`src/rtl/reset_sequencer.sv`:
```
// reset_sequencer: turns a power-on reset, a bouncing push-button reset and an
// optional software request into one clean, registered active-low reset.
// The release is held for HOLD_CYCLES clocks and flagged with a one-cycle
// rst_done pulse. rst_cause records what started the most recent reset.
// Optional feature: define RESET_SEQUENCER_SW_REQ_EN to add the sw_rst_req port.
module reset_sequencer #(
  parameter int SYNC_STAGES     = 2,
  parameter int HOLD_CYCLES     = 16,
  parameter int DEBOUNCE_CYCLES = 8
) (
  input  logic       clk,
  input  logic       rst_n,
  input  logic       btn_rst_n,
`ifdef RESET_SEQUENCER_SW_REQ_EN
  input  logic       sw_rst_req,
`endif
  output logic       rst_sync_n,
  output logic       rst_done,
  output logic [1:0] rst_cause
);

  localparam logic [7:0] HOLD_LAST = 8'(HOLD_CYCLES - 1);
  localparam logic [7:0] DEB_MAX   = 8'(DEBOUNCE_CYCLES);

  localparam logic [1:0] CAUSE_POR = 2'b00;
  localparam logic [1:0] CAUSE_BTN = 2'b01;
  localparam logic [1:0] CAUSE_SW  = 2'b10;

  typedef enum logic {HOLD = 1'b0, RUN = 1'b1} state_t;

  state_t                 state, state_nxt;
  logic [SYNC_STAGES-1:0] por_chain;
  logic                   por_sync;
  logic [1:0]             btn_sync;
  logic [7:0]             deb_cnt;
  logic                   btn_hit;
  logic [7:0]             hold_cnt, hold_nxt;
  logic                   sw_req;
  logic                   rst_sync_nxt, rst_done_nxt;
  logic [1:0]             rst_cause_nxt;

`ifdef RESET_SEQUENCER_SW_REQ_EN
  assign sw_req = sw_rst_req;
`else
  assign sw_req = 1'b0;
`endif

  // Power-on release synchronizer: asynchronously cleared, shifts in ones.
  always_ff @(posedge clk or negedge rst_n) begin
    if (!rst_n) por_chain <= '0;
    else        por_chain <= {por_chain[SYNC_STAGES-2:0], 1'b1};
  end

  assign por_sync = por_chain[SYNC_STAGES-1];

  // Two-flop synchronizer for the raw push-button input.
  always_ff @(posedge clk or negedge rst_n) begin
    if (!rst_n) btn_sync <= '0;
    else        btn_sync <= {btn_sync[0], btn_rst_n};
  end

  // Debounce: count consecutive low samples, saturate, clear on any high sample.
  always_ff @(posedge clk or negedge rst_n) begin
    if (!rst_n)                deb_cnt <= '0;
    else if (btn_sync[1])      deb_cnt <= '0;
    else if (deb_cnt != DEB_MAX) deb_cnt <= deb_cnt + 8'd1;
  end

  assign btn_hit = (deb_cnt == DEB_MAX);

  // FSM state and hold counter registers.
  always_ff @(posedge clk or negedge rst_n) begin
    if (!rst_n) begin
      state    <= HOLD;
      hold_cnt <= '0;
    end else begin
      state    <= state_nxt;
      hold_cnt <= hold_nxt;
    end
  end

  // Next state: leave HOLD after the hold count expires; a held button keeps
  // the count at zero so reset lasts until the button is let go.
  always_comb begin
    state_nxt = state;
    hold_nxt  = '0;
    case (state)
      HOLD: begin
        if (por_sync && !btn_hit) begin
          if (hold_cnt == HOLD_LAST) state_nxt = RUN;
          else                       hold_nxt  = hold_cnt + 8'd1;
        end
      end
      RUN: begin
        if (btn_hit || sw_req) state_nxt = HOLD;
      end
      default: state_nxt = HOLD;
    endcase
  end

  // Output decode: values loaded into the output flops on the coming edge.
  // The button wins when it coincides with a software request.
  always_comb begin
    rst_sync_nxt  = (state_nxt == RUN);
    rst_done_nxt  = (state == HOLD) && (state_nxt == RUN);
    rst_cause_nxt = rst_cause;
    if (state == RUN && state_nxt == HOLD)
      rst_cause_nxt = btn_hit ? CAUSE_BTN : CAUSE_SW;
  end

  // Registered outputs; power-on reset forces the power-on cause.
  always_ff @(posedge clk or negedge rst_n) begin
    if (!rst_n) begin
      rst_sync_n <= 1'b0;
      rst_done   <= 1'b0;
      rst_cause  <= CAUSE_POR;
    end else begin
      rst_sync_n <= rst_sync_nxt;
      rst_done   <= rst_done_nxt;
      rst_cause  <= rst_cause_nxt;
    end
  end

endmodule

```
`config.mk`:
```
export PLATFORM = sky130hd
export DESIGN_NAME = reset_sequencer
export DESIGN_NICKNAME = d
export VERILOG_FILES = /design/src/rtl/reset_sequencer.sv
export SDC_FILE = /design/constraint.sdc
export NUM_CORES = 1
export LEC_CHECK = 0
export BUFFER_PORTS_ARGS = -buffer_cell sky130_fd_sc_hd__buf_2
export CORE_MARGIN = 3
export CORE_UTILIZATION = 55
export CTS_CLUSTER_DIAMETER = 50
export CTS_CLUSTER_SIZE = 28
export DETAILED_ROUTE_END_ITERATION = 6
export PLACE_DENSITY = 0.69
export REMOVE_ABC_BUFFERS = 1
export SYNTH_ARGS = -nofsm -noshare
export SYNTH_HDL_FRONTEND = slang
export SYNTH_SLANG_ARGS = --single-unit
```
`constraint.sdc`:
```
create_clock -name clk -period 3.7 [get_ports clk]
set_clock_uncertainty 0.15 [all_clocks]
set_input_delay 0.37 -clock clk [delete_from_list [all_inputs] [get_ports clk]]
set_output_delay 0.37 -clock clk [all_outputs]
set_load 0.005 [all_outputs]
```
==> results of run 1 <==
worst min path at each step:
stage	start	to	slack, ns	cells after the start
2_1_floorplan	rst_n	btn_sync[0]$_DFF_PN0_	-0.08	0
3_3_place_gp	btn_sync[0]$_DFF_PN0_	btn_sync[1]$_DFF_PN0_	0.19	0
6_report	btn_sync[0]$_DFF_PN0_	btn_sync[1]$_DFF_PN0_	0.22	0
3_5_place_dp	btn_sync[0]$_DFF_PN0_	btn_sync[1]$_DFF_PN0_	0.19	0
4_1_cts	btn_sync[0]$_DFF_PN0_	btn_sync[1]$_DFF_PN0_	0.22	0
5_1_grt	btn_sync[0]$_DFF_PN0_	btn_sync[1]$_DFF_PN0_	0.23	0
kinds of logic after synthesis:
group	synth area share, %
adders and majority gates	3.48
other	0.348
buffers and inverters	3.48
and+or+nand+nor	20.4
AOI/OAI and AO/OA	12.4
DFF	55.7
xor gates and xnor gates	4.07
routing by layer:
| metal | track usage, % | wire length, µm | vias up |
|---|---|---|---|
| met5 | 0 | 0 | - |
| met4 | 6.91 | 25 | 0 |
| met3 | 3.56 | 81 | 6 |
| met2 | 27.6 | 790 | 24 |
| met1 | 25.1 | 950 | 369 |
| li1 | - | - | 380 |
cell type report:
cell class | instances | share of cell area [%]
Tap cell | 25 | 2.69
Multi-Input combinational cell | 70 | 37.8
Clock buffer | 3 | 1.94
Timing Repair Buffer | 8 | 4.31
Inverter | 5 | 1.61
Sequential cell | 24 | 51.7
metrics by stage:
| step | area (µm²) | hold WS [ns] |
|---|---|---|
| 4_1_cts | 1160 | 0.218 |
| 3_3_place_gp | 1120 | 0.189 |
| 2_1_floorplan | 1060 | -0.0756 |
| 3_5_place_dp | 1120 | 0.189 |
| 6_report | 1160 | 0.215 |
| 5_1_grt | 1160 | 0.232 |
worst max-delay path, stage by stage (launching register included):
cell      delay, ns
dfrtp_1        0.46
inv_1          0.11
ha_1           0.18
or4b_4         0.50
o21ai_4        0.28
a211oi_1       0.09
Yosys cell counts, types with 2 or more instances:
cell type / number
nor2_1: 7
xnor2_1: 2
xor2_1: 3
nand2_1: 4
o21ai_0: 7
a211oi_1: 3
a21oi_1: 6
nand3_1: 8
nand4_1: 2
dfrtp_1: 24
inv_1: 5
ha_1: 3
or3_1: 6
nor3_1: 5
sequential cells by signal, summed over array words and instances (netlist names):
register	count
btn_sync	2
deb_cnt	8
hold_cnt	8
por_chain	2
rst_cause	2
rst_done	1
rst_sync_n	1
what timing repair did:
item | in CTS | in global routing
hold buffers | 2 | 0
setup endpoints to repair | 0 | 0
hold endpoints to repair | 25 | 0
power by group:
part	total (µW)	internal, µW	switching [µW]
registers	279	270	9.06
logic	30.2	12.6	17.6
clock network	112	38.0	73.8
total	421	320	100
==> Flow_metrics.wiki, run 1 <==
{| class="wikitable"
! Metric !! Value
|-
| Number of top-level pins || 7
|-
| Max clock buf depth || 2
|-
| Final Hold Vio Count || 0
|-
| Area contributors post-synth || dfrtp_1 56%, nand3_1 3.7%, ha_1 3.5%
|-
| Number of enable flip-flop cells after synthesis || 0
|-
| Area growth syn-to-layout || 7.90%
|-
| Combined flip-flop and latch cell area || 601 µm²
|-
| Final sum of negative setup slack || 0 ns
|-
| Max rail drop VDD || 0.236 mV
|-
| Cell Rows || 15
|-
| Clock period minus worst slack || about 1.9 ns
|-
| Share of Yosys cell area claimed by the top area cell type || 55.7%
|-
| Power, Total || 421 µW
|-
| Total number of H-tree levels || 1
|-
| Clk pin slew, worst setup/hold paths || about 0.12 ns
|-
| TritonCTS Buffers || 3
|-
| Core area || 0.00178 mm²
|-
| Via count of the first global-routing pass || just under 800
|-
| Wire length per cell || 13.7 µm
|-
| Weighted congestion reported at the end of routability-driven placement || ~0.77
|-
| Run status || finished, final reports clean
|-
| Type of the tightest min-delay check || flip-flop to flip-flop
|-
| Count of filler cells inserted in the layout || between 100 and 150
|-
| Mapped Area || 0.00108 mm²
|-
| Share of flip-flops with an asynchronous set or reset || 100%
|-
| Number of gates given a new drive strength after cts || 0
|-
| Rel. slew slack || 62.6%
|-
| Number of unique standard cell types used by synthesis || 31
|-
| Reg2Reg Setup Slack || roughly 1.8 ns
|-
| Max Transition Viols Final || 0
|-
| Leakage power figure || ~0.00052 µW
|-
| Setup Buffers After CTS || 0
|-
| Largest net degree at the start of global routing || 25
|-
| CP Data Required Time || 3.74 ns
|-
| Die Footprint || 0.00253 mm²
|-
| Biggest fanout along the worst timing path || 9
|-
| Category of the worst setup path capture point || flip-flop
|-
| Maxcap violations || 0
|-
| Total of endpoints with negative setup slack in the final report || 0
|-
| Sequential-to-total area share from yosys stat || a little under three fifths
|-
| DR vias || 779
|-
| Sink Count || 24
|-
| Predominant post-synthesis flop cell || dfrtp_1
|-
| Setup WS post-layout || 1.81 ns
|-
| Destination of the worst register-to-register timing path || hold_cnt[7]$_DFF_PN0_
|-
| Flip-flop and latch count after synthesis || 24
|-
| Total power per unit cell area || 362 mW/mm²
|-
| Total overflow reported by the global router || 0
|-
| RSZ-0062 raised after global routing || no
|-
| Width of the chip || slightly above 50 µm
|-
| CTS tree || built
|-
| Post-DP HPWL || about 1.3 mm
|-
| Capturing element of the worst setup path || hold_cnt[7]$_DFF_PN0_
|-
| Sort of element at the start of the critical path || flip-flop
|-
| Highest clock rate || 0.530 GHz
|-
| Final cell count without fillers || 135
|-
| Largest area contributor in the synthesized netlist || dfrtp_1
|-
| Number of antenna violations at the first check in global routing || 0
|-
| Startpoint of the worst setup timing path || deb_cnt[0]$_DFFE_PN0P_
|-
| Via density per instance || 5.77
|-
| Commonest cells after routing, fill and taps aside || 24 x dfrtp_1, 8 x nand3_1, 7 x o21ai_0, 7 x nor2_1
|-
| Count of yosys warnings during synthesis || 0
|-
| DRC || 0
|-
| Library cell used as clock root buffer || clkbuf_4
|-
| Most common cell after layout, fill and taps aside || dfrtp_1
|-
| Reg2reg path depth || 5
|-
| Synth Instances || a little over 100
|-
| Die boundary height || 50.3 µm
|-
| Final core utilization || about two thirds
|-
| Number of DRC violations after detailed-routing iteration 0 || 32
|-
| Critical path data arrival time || about 1.9 ns
|-
| Worst setup path category || flip-flop to flip-flop
|-
| Clock latency at the later pin of the worst-skew pair || ~0.30 ns
|-
| Inst Count DP || 130
|-
| DRT Pass-1 Iters || 4
|-
| Multi-input gate area in the final layout || 439 µm²
|-
| Worst reg2reg path startpoint || deb_cnt[0]$_DFFE_PN0P_
|-
| Mean cell area of the mapped netlist || 10.6 µm²
|-
| Period utilisation layout || 51.0%
|-
| Number of port buffers || 6
|-
| Worst Max-Slew Pin Slew || 0.553 ns
|-
| N_diodes || 0
|-
| Initial Utilization || 60.4%
|-
| Layout cell share with drive strength beyond 1 || 10.9%
|-
| Final-stage net count || 118
|-
| Number of nets still failing antenna checks after routing || 0
|-
| First-pass GRT wire length || 3.44 mm
|-
| Detailed Route WL || 1.85 mm
|-
| Total routing usage reported by global routing || 18.0%
|-
| Post-Place Worst Slack || 1.84 ns
|}
No activity file was read; power rests on OpenSTA's default activity.
==> run 2: changes to the inputs <==
--- a/config.mk
+++ b/config.mk
@@ -5,6 +5,7 @@
 export SDC_FILE = /design/constraint.sdc
 export NUM_CORES = 1
 export LEC_CHECK = 0
+export ABC_AREA = 1
 export BUFFER_PORTS_ARGS = -buffer_cell sky130_fd_sc_hd__buf_2
 export CORE_MARGIN = 3
 export CORE_UTILIZATION = 55
==> constraint.sdc (replaced) <==
create_clock -name clk -period 1.8 [get_ports clk]
set_clock_uncertainty 0.15 [all_clocks]
set_input_delay 0.18 -clock clk [delete_from_list [all_inputs] [get_ports clk]]
set_output_delay 0.18 -clock clk [all_outputs]
set_load 0.005 [all_outputs]
==> run 2 against run 1 <==
  * Sequential power grew 100%
  * Setup slack lost 1.5 ns
  * Area after synthesis grew 3.3%
  * Utilization grew 2.4 points
  * Flip-flop and latch count is the same
  * First-iteration DRC count shrank 59%
  * Register-to-register slack lost 1.5 ns
  * Critical path type unchanged
  * Critical endpoint is now deb_cnt[0]$_DFFE_PN0P_
  * Highest routed layer unchanged
==> Flow_metrics.wiki, run 2 <==
{| class="wikitable"
! Metric !! Value
|-
| Longest individual stage delay on the worst path || 0.43 ns (-0.07 ns)
|-
| Biggest fanout along the worst timing path || 6 (-3)
|-
| Number of port buffers || 6 (unchanged)
|-
| Number of unique standard cell types used by synthesis || 19 (-39%)
|-
| Met2 WL post-DR || 763 µm (-3.4%)
|-
| Width of the chip || 51.0 µm (+1.4%)
|-
| Count of yosys warnings during synthesis || 0 (unchanged)
|-
| Largest area contributor in the synthesized netlist || dfrtp_1
|-
| Most common cell after layout, fill and taps aside || nand2_1
|-
| TritonCTS Buffers || 3 (unchanged)
|-
| Setup Buffers After CTS || 0 (unchanged)
|-
| Total of endpoints with negative setup slack in the final report || 0 (unchanged)
|-
| Critical path data arrival time || 1.54 ns (-0.39 ns)
|-
| Largest net degree at the start of global routing || 25 (unchanged)
|-
| Total number of H-tree levels || 1 (unchanged)
|-
| Worst Max-Slew Pin Slew || 0.510 ns (-0.0428 ns)
|-
| Sequential-to-total area share from yosys stat || 54.0% (-1.8 points)
|-
| Flip-flop and latch count after synthesis || 24 (unchanged)
|-
| Power, Total || 903 µW (+110%)
|-
| Layout cell share with drive strength beyond 1 || 10.6% (-0.27 points)
|-
| N_diodes || 0 (unchanged)
|-
| Cell Rows || 15 (unchanged)
|-
| Core area || 0.00182 mm² (+2.1%)
|-
| Combined flip-flop and latch cell area || 601 µm² (unchanged)
|-
| Biggest registers after layout || deb_cnt x8, hold_cnt x8
|-
| Cell with the largest stage delay on the worst path || dfrtp_1
|-
| CP delay by family, top || simple AND/OR/NAND/NOR gates
|-
| Number of antenna violations at the first check in global routing || 0 (unchanged)
|-
| Period utilisation layout || 82.4% (+31 points)
|-
| Mapped Area || 0.00111 mm² (+3.3%)
|-
| Series of cell instances along the critical path || inv_1 > ha_1 > nand3_1 > nor2_4 > nand2_1 > nand3_1 > nand2_1
|-
| Post-DP HPWL || 1.31 mm (+1.4%)
|-
| DRC || 0 (unchanged)
|-
| Net Sw Frac || 22.3% (-1.6 points)
|-
| Predominant post-synthesis flop cell || dfrtp_1
|-
| Max Transition Viols Final || 0 (unchanged)
|-
| Ranking of synthesized cells by instance count || 25 x nand2_1, 24 x dfrtp_1, 24 x nor2_1
|-
| Sink Count || 24 (unchanged)
|-
| Total overflow reported by the global router || 0 (unchanged)
|-
| Maxcap violations || 0 (unchanged)
|-
| Top layer in use || met4
|-
| Category of the worst setup path capture point || flip-flop
|-
| Detailed Route WL || 1.78 mm (-3.8%)
|-
| Max clock buf depth || 2 (unchanged)
|-
| Share of total power in the clock network || 30.7% (+4.1 points)
|-
| Commonest cells after routing, fill and taps aside || 25 x nand2_1, 24 x nor2_1, 24 x dfrtp_1
|-
| Final Hold Vio Count || 0 (unchanged)
|-
| DRT Pass-1 Iters || 4 (unchanged)
|-
| Rel. slew slack || 66.0% (+3.4 points)
|-
| Type of the tightest min-delay check || input pin to asynchronous set/reset pin
|-
| Multi-input gate area in the final layout || 452 µm² (+2.8%)
|-
| Mean cell area of the mapped netlist || 8.62 µm² (-18%)
|-
| Highest clock rate || 0.674 GHz (+27%)
|-
| Portion of total power attributed to sequential cells || 62.8% (-3.5 points)
|-
| Final-stage net count || 148 (+25%)
|-
| CTS tree || built
|-
| Sort of element at the start of the critical path || flip-flop
|-
| Via count of the first global-routing pass || 785 (-1.0%)
|-
| Clock latency at the later pin of the worst-skew pair || 0.31 ns (about the same)
|-
| Synth Instances || 129 (+26%)
|-
| Library cell used as clock root buffer || clkbuf_4
|-
| Clk pin slew, worst setup/hold paths || 0.13 ns (about the same)
|-
| Via density per instance || 4.91 (-15%)
|-
| Cell with the most instances after synthesis || nand2_1
|-
| Total power per unit cell area || 734 mW/mm² (+100%)
|-
| Number of nets still failing antenna checks after routing || 0 (unchanged)
|-
| Weighted congestion reported at the end of routability-driven placement || 0.789 (+2.0%)
|-
| Met3 wire len || 35 µm (-57%)
|-
| Leakage power figure || 0.000609 µW (+18%)
|-
| Final sum of negative setup slack || 0 ns (unchanged)
|-
| Wire length per cell || 10.7 µm (-22%)
|-
| Critical path buffer and inverter count || 1 (unchanged)
|-
| Area growth syn-to-layout || 10.6%
|-
| Number of DRC violations after detailed-routing iteration 0 || 13 (-59%)
|-
| DR vias || 815 (+4.6%)
|-
| Area contributors post-synth || dfrtp_1 54%, nand2_1 8.4%, nor2_1 8.1%
|-
| Number of top-level pins || 7 (unchanged)
|-
| Die boundary height || 51.0 µm (+1.4%)
|-
| Initial Utilization || 61.1% (+0.68 points)
|-
| Clock period minus worst slack || 1.48 ns (-0.403 ns)
|-
| Fraction of power consumed by combinational cells || 6.5% (-0.7 points)
|-
| Total routing usage reported by global routing || 17.2% (-0.85 points)
|-
| CP Data Required Time || 1.86 ns (-1.88 ns)
|-
| Run status || finished, final reports clean
|-
| Die Footprint || 0.00260 mm² (+2.9%)
|-
| Max rail drop VDD || 0.729 mV (+210%)
|-
| Share of Yosys cell area claimed by the top area cell type || 54.0% (-1.8 points)
|-
| Net load switching power || 201 µW (+100%)
|-
| Count of filler cells inserted in the layout || 154 (+4.8%)
|-
| First-pass GRT wire length || 3.36 mm (-2.4%)
|-
| Worst setup path category || flip-flop to flip-flop
|-
| Sum of routed wire segments on met1 || 955 µm (+0.53%)
|-
| Share of flip-flops with an asynchronous set or reset || 100% (unchanged)
|-
| Internal power || 701 µW (+120%)
|-
| RSZ-0062 raised after global routing || no
|-
| Number of enable flip-flop cells after synthesis || 0 (unchanged)
|}
## run 2: logic make-up after synthesis
| group | after synthesis | share of synthesized area (%) |
|---|---|---|
| AND/OR/NAND/NOR | 72 | 29.2 |
| flip-flops | 24 | 54.0 |
| buffers and inverters | 16 | 5.40 |
| AO/OA/AOI/OAI | 9 | 4.50 |
| XOR/XNOR | 4 | 3.15 |
| adder cells (fa/ha/maj) | 3 | 3.37 |
| other | 1 | 0.337 |
## run 2: worst paths after layout
path                                             start                      to  slack, ns  cells after the start
max in group asynchronous                        rst_n    rst_sync_n$_DFF_PN0_       0.95                      2
worst min-delay path                             rst_n  deb_cnt[6]$_DFFE_PN0P_       0.20                      2
min in group clk                 btn_sync[0]$_DFF_PN0_   btn_sync[1]$_DFF_PN0_       0.22                      0
worst max register to register  deb_cnt[0]$_DFFE_PN0P_  deb_cnt[0]$_DFFE_PN0P_       0.32                      7
worst max-delay path            deb_cnt[0]$_DFFE_PN0P_  deb_cnt[0]$_DFFE_PN0P_       0.32                      7
worst min register to register   btn_sync[0]$_DFF_PN0_   btn_sync[1]$_DFF_PN0_       0.22                      0
## run 2: power by group through the flow
stage               sequential (µW)  clock [µW]  combinational (µW)
detailed placement              577           0                56.3
finish                          567         277                58.3
CTS                             567         285                60.1
global placement                577           0                55.4
floorplan                       575           0                38.1
global route                    570         305                68.9
## run 2: cell type report
type,count,share of cell area [%]
clock buffer,4,2.95
inverter,16,4.88
multi-input combinational,89,36.7
sequential,24,48.8
tap,25,2.54
timing repair buffer,8,4.07
## run 2: timing repair
item | 4_1_cts | 5_1_grt
endpoints found under the hold margin | 25 | 0
hold buffers | 2 | 0
resized for setup | 0 | 0
## run 2: routing by layer
layer / GRT usage, % / up-vias
met2: 25.3 / 10
met3: 3.50 / 4
met1: 24.1 / 372
met5: 0 / -
li1: - / 429
met4: 8.07 / 0
## run 2: worst register-to-register path, cell delays in order (launching register included)
cell and delay [ns]:
dfrtp_1 0.43, inv_1 0.09, ha_1 0.16, nand3_1 0.12, nor2_4 0.21, nand2_1 0.09
nand3_1 0.07, nand2_1 0.06
## run 2: stage by stage
step           setup slack, ns  cells  hold slack (ns)  utilization [%]  cell area [µm²]
3_3_place_gp             0.366    160           0.0285             64.5             1170
3_5_place_dp             0.312    160           0.0319             64.5             1170
5_1_grt                  0.139    166            0.223             67.6             1230
6_report                 0.317    166            0.204             67.6             1230
2_1_floorplan            0.441    129           -0.266                -             1110
4_1_cts                  0.295    166            0.214             67.6             1230
